===== src/rtl/sign_extension_unit.sv =====
// Immediate extender for Decode: sign/zero extends a 16- or 8-bit field of IR[15:0]
// to the datapath width, with a combinational result and an enabled registered copy.
module sign_extension_unit #(
  parameter int unsigned IN_WIDTH   = 16,
  parameter int unsigned OUT_WIDTH  = 32,
  parameter int unsigned BYTE_WIDTH = 8
) (
  input  logic                 I_CLOCK,
  input  logic                 I_RESET_N,
  input  logic                 I_LOCK,
  input  logic [IN_WIDTH-1:0]  In,
  input  logic [1:0]           I_Mode,
  input  logic                 I_Valid,
  output logic [OUT_WIDTH-1:0] Out,
  output logic [OUT_WIDTH-1:0] O_OutReg,
  output logic                 O_Valid
);

  typedef enum logic [1:0] {
    MODE_SEXT_WORD = 2'b00,
    MODE_ZEXT_WORD = 2'b01,
    MODE_SEXT_BYTE = 2'b10,
    MODE_ZEXT_BYTE = 2'b11
  } ext_mode_e;

  ext_mode_e                     mode_c;
  logic signed [IN_WIDTH-1:0]    word_s;
  logic        [BYTE_WIDTH-1:0]  byte_u;
  logic signed [BYTE_WIDTH-1:0]  byte_s;
  logic        [OUT_WIDTH-1:0]   ext_c;

  logic [OUT_WIDTH-1:0] out_reg_q, out_reg_d;
  logic                 valid_q,   valid_d;

  assign mode_c = ext_mode_e'(I_Mode);
  assign word_s = In;
  assign byte_u = In[BYTE_WIDTH-1:0];
  assign byte_s = byte_u;

  // Size casts of signed operands replicate the field MSB; unsigned ones pad with zeros.
  always_comb begin
    ext_c = '0;
    case (mode_c)
      MODE_SEXT_WORD: ext_c = OUT_WIDTH'(word_s);
      MODE_ZEXT_WORD: ext_c = OUT_WIDTH'(In);
      MODE_SEXT_BYTE: ext_c = OUT_WIDTH'(byte_s);
      MODE_ZEXT_BYTE: ext_c = OUT_WIDTH'(byte_u);
      default:        ext_c = '0;
    endcase
  end

  assign Out = ext_c;

  // Capture whenever the stage is enabled; the data word updates regardless of I_Valid.
  always_comb begin
    out_reg_d = out_reg_q;
    valid_d   = valid_q;
    if (I_LOCK) begin
      out_reg_d = ext_c;
      valid_d   = I_Valid;
    end
  end

  always_ff @(posedge I_CLOCK or negedge I_RESET_N) begin
    if (!I_RESET_N) begin
      out_reg_q <= '0;
      valid_q   <= 1'b0;
    end else begin
      out_reg_q <= out_reg_d;
      valid_q   <= valid_d;
    end
  end

  assign O_OutReg = out_reg_q;
  assign O_Valid  = valid_q;

endmodule


===== config.mk =====
export PLATFORM = sky130hd
export DESIGN_NAME = sign_extension_unit
export DESIGN_NICKNAME = d
export VERILOG_FILES = /design/src/rtl/sign_extension_unit.sv
export SDC_FILE = /design/constraint.sdc
export NUM_CORES = 1
export LEC_CHECK = 0
export BUFFER_PORTS_ARGS = -buffer_cell sky130_fd_sc_hd__buf_2
export CAP_MARGIN = 40
export CORE_MARGIN = 2
export CORE_UTILIZATION = 30
export DETAILED_ROUTE_END_ITERATION = 7
export PLACE_DENSITY = 0.65
export SLEW_MARGIN = 15
export SYNTH_ARGS = -nofsm -noshare
export SYNTH_HDL_FRONTEND = slang
export SYNTH_SLANG_ARGS = --single-unit

===== constraint.sdc =====
create_clock -name I_CLOCK -period 1.7 [get_ports I_CLOCK]
set_input_delay 0.17 -clock I_CLOCK [delete_from_list [all_inputs] [get_ports I_CLOCK]]
set_output_delay 0.17 -clock I_CLOCK [all_outputs]
set_load 0.01 [all_outputs]

==> impl_metrics.env <==
export IMPL_cts_buffers=3
export IMPL_critPathMaxFanout=16
export IMPL_rsz0062_at_grt="no"
export IMPL_relSlewSlack_pct=57.8
export IMPL_multiInputGateArea_um2=339
export IMPL_p_per_area_nw_per_um2=821
export IMPL_ys_top_cells_by_count="buf_4 (38), dfrtp_1 (18), nor2_1 (9)"
export IMPL_drtAntennaViolNets=0
export IMPL_top_layer="met4"
export IMPL_worst_path_largest_cell_delay_ns=0.50
export IMPL_grt_max_degree=19
export IMPL_routed_via_density=4.19
export IMPL_cp_required_ns=1.53
export IMPL_grt_overflow=0
export IMPL_fin_nets=181
export IMPL_arrival_ns=1.24
export IMPL_rr_worst_depth=2
export IMPL_fmax_ghz=0.708
export IMPL_met1_length_um=960
export IMPL_yosysMostFrequentCell="buf_4"
export IMPL_grt_antenna_before_repair=0
export IMPL_rows=22
export IMPL_path_class="input port to output port"
export IMPL_worst_pin_slew_ns=0.631
export IMPL_ys_seq_elements=18
export IMPL_grt_pass1_vias=795
export IMPL_hp_class="input port to flip-flop"
export IMPL_min_period_ns=1.41
export IMPL_hpwlAfterDp_um=1810
export IMPL_clock_sinks=18
export IMPL_gp_congestion=0.754
export IMPL_dp_cells=201
export IMPL_synth_area_top_cells="dfrtp_1 (40%), buf_4 (25%), mux2_2 (6.0%)"
export IMPL_synth_yosys_seq_area_share_pct=39.9
export IMPL_async_flop_share_pct=100
export IMPL_path_cells="buf_2 -> mux2i_1 -> nor2_1 -> buf_2"
export IMPL_htree_levels=1
export IMPL_drc_errors=0
export IMPL_yosys_area_top_type_share_pct=39.9
export IMPL_wl_per_cell_um=11.3
export IMPL_initial_core_util_pct=31.1
export IMPL_status="finished clean"
export IMPL_dieArea_um2=4270
export IMPL_core_area_um2=3630
export IMPL_total_power_mw=1.11
export IMPL_finalMaxSlewViolations=0
export IMPL_drtPass1Iterations=4
export IMPL_crit_slowest_cell="nor2_1"
export IMPL_synth_edf_count=0
export IMPL_yosys_most_used_dff="dfrtp_1"
export IMPL_syn_area_per_cell_um2=10.4
export IMPL_ys_types=16
export IMPL_drive_above_1_share_pct=67.5
export IMPL_hold_depth=2
export IMPL_drv_cap=0
export IMPL_vias=859
export IMPL_wl_um=2320
export IMPL_cts_tree="yes"
export IMPL_pin_count=87
export IMPL_syn_cell_area_um2=1130
export IMPL_fin_crit_sh_pct=83.1
export IMPL_n_antenna_cell=0
export IMPL_synthToLayoutAreaGrowth_pct=19.6
export IMPL_power_leakage_nw=0.785
export IMPL_final_util_pct=37.2
export IMPL_regArea_um2=450
export IMPL_syn_inst=108
export IMPL_tns_ns=0
export IMPL_synth_net_count=130
export IMPL_ir_drop_uv=245
export IMPL_yosys_warnings=0
export IMPL_fin_cells=205
export IMPL_dieHeight_um=65.3
export IMPL_gr_usage_all_layers_pct=11.7
export IMPL_clkTransAtPathRegs_ns=0.06
export IMPL_cts_buffer_depth=2
export IMPL_drt_iter0_markers=4
export IMPL_cp_start_kind="input port"
export IMPL_cts_root_buf="clkbuf_8"
export IMPL_insertion_delay_ns=0.24
export IMPL_finalSetupViolCount=0
export IMPL_met2_length_um=1110
export IMPL_portBuffers=86
export IMPL_hold_viol_final=0
export IMPL_grt_pass1_wl_um=3800
export IMPL_critPathMostFrequentCell="buf_2"
export IMPL_ctsResizeCount=0
export IMPL_die_w_um=65.3
export IMPL_yosysTopAreaCell="dfrtp_1"
export IMPL_fillers=410
export IMPL_cp_end_kind="output port"
export IMPL_fin_skew_ns=0
export IMPL_met3_length_um=214
[registers in the layout, indices dropped and copies added, names as in the netlist]
name and flops:
O_OutReg 17, O_Valid 1
[stage by stage]
stage	hold WS, ns	area [µm²]	worst slack [ns]
6_report	0.154	1350	0.287
5_1_grt	0.158	1350	0.161
4_1_cts	0.153	1350	0.254
3_5_place_dp	0.134	1300	0.267
3_3_place_gp	0.132	1300	0.338
2_1_floorplan	-0.126	1130	0.249
[placed cells by master (no fill, tap or decap)]
master         netlist  routed
mux2i_1              1       1
buf_4               38       2
dlygate4sd3_1        0       1
buf_2                1      86
clkbuf_8             0       3
dfrtp_1             18      18
nand2b_1             6       6
inv_1                1       1
nand2_1              8       8
mux2_4               3       3
nor2_1               9       9
a31oi_1              6       6
mux2_2               6       6
o22ai_1              1       1
nand3b_4             1       1
a31oi_2              2       2
nand2b_2             3       3
[layout make-up]
type / instances / area share, %
clock buffer: 3 / 3.06
timing repair buffer: 89 / 33.7
sequential: 18 / 33.4
multi-input combinational: 46 / 25.1
inverter: 1 / 0.278
tap: 48 / 4.45
[final timing paths]
path / to / startpoint / slack, ns
setup / recovery: Out[20] / I_Mode[1] / 0.29
hold / removal: O_Valid / I_Valid / 0.15
setup reg to reg: O_OutReg[30] / O_OutReg[30] / 0.82
hold reg to reg: O_Valid / O_Valid / 0.50
max in group asynchronous: O_OutReg[10] / I_RESET_N / 1.02
min in group asynchronous: O_OutReg[2] / I_RESET_N / 0.40
[worst max-delay path, delay by kind of cell]
kind          cells  cell delay (ns)
buf+inv           2             0.45
mux               1             0.12
simple gates      1             0.50
[where the power goes]
group / switching (mW) / internal (mW) / leakage, nW
clock network: 0.128 / 0.157 / 0.0216
registers: 0.0262 / 0.472 / 0.211
logic: 0.174 / 0.151 / 0.551
total: 0.328 / 0.780 / 0.785
[per-layer routing]
layer	up-vias	global-route usage, %
li1	411	-
met1	390	13.9
met2	56	20.7
met3	2	1.71
met4	0	5.47
met5	-	0
[repair_timing]
item,4_1_cts,5_1_grt
setup buffers,0,0
endpoints found under the hold margin,18,0
hold buffers,1,0
[cells by family after synthesis]
family / Yosys count / share of synthesized area [%]
and+or+nand+nor: 27 / 13.1
buffers and inverters: 44 / 30.0
AOI/OAI and AO/OA: 9 / 6.10
DFF: 18 / 39.9
muxes: 10 / 10.9
Power figures use the tool's default switching activity.
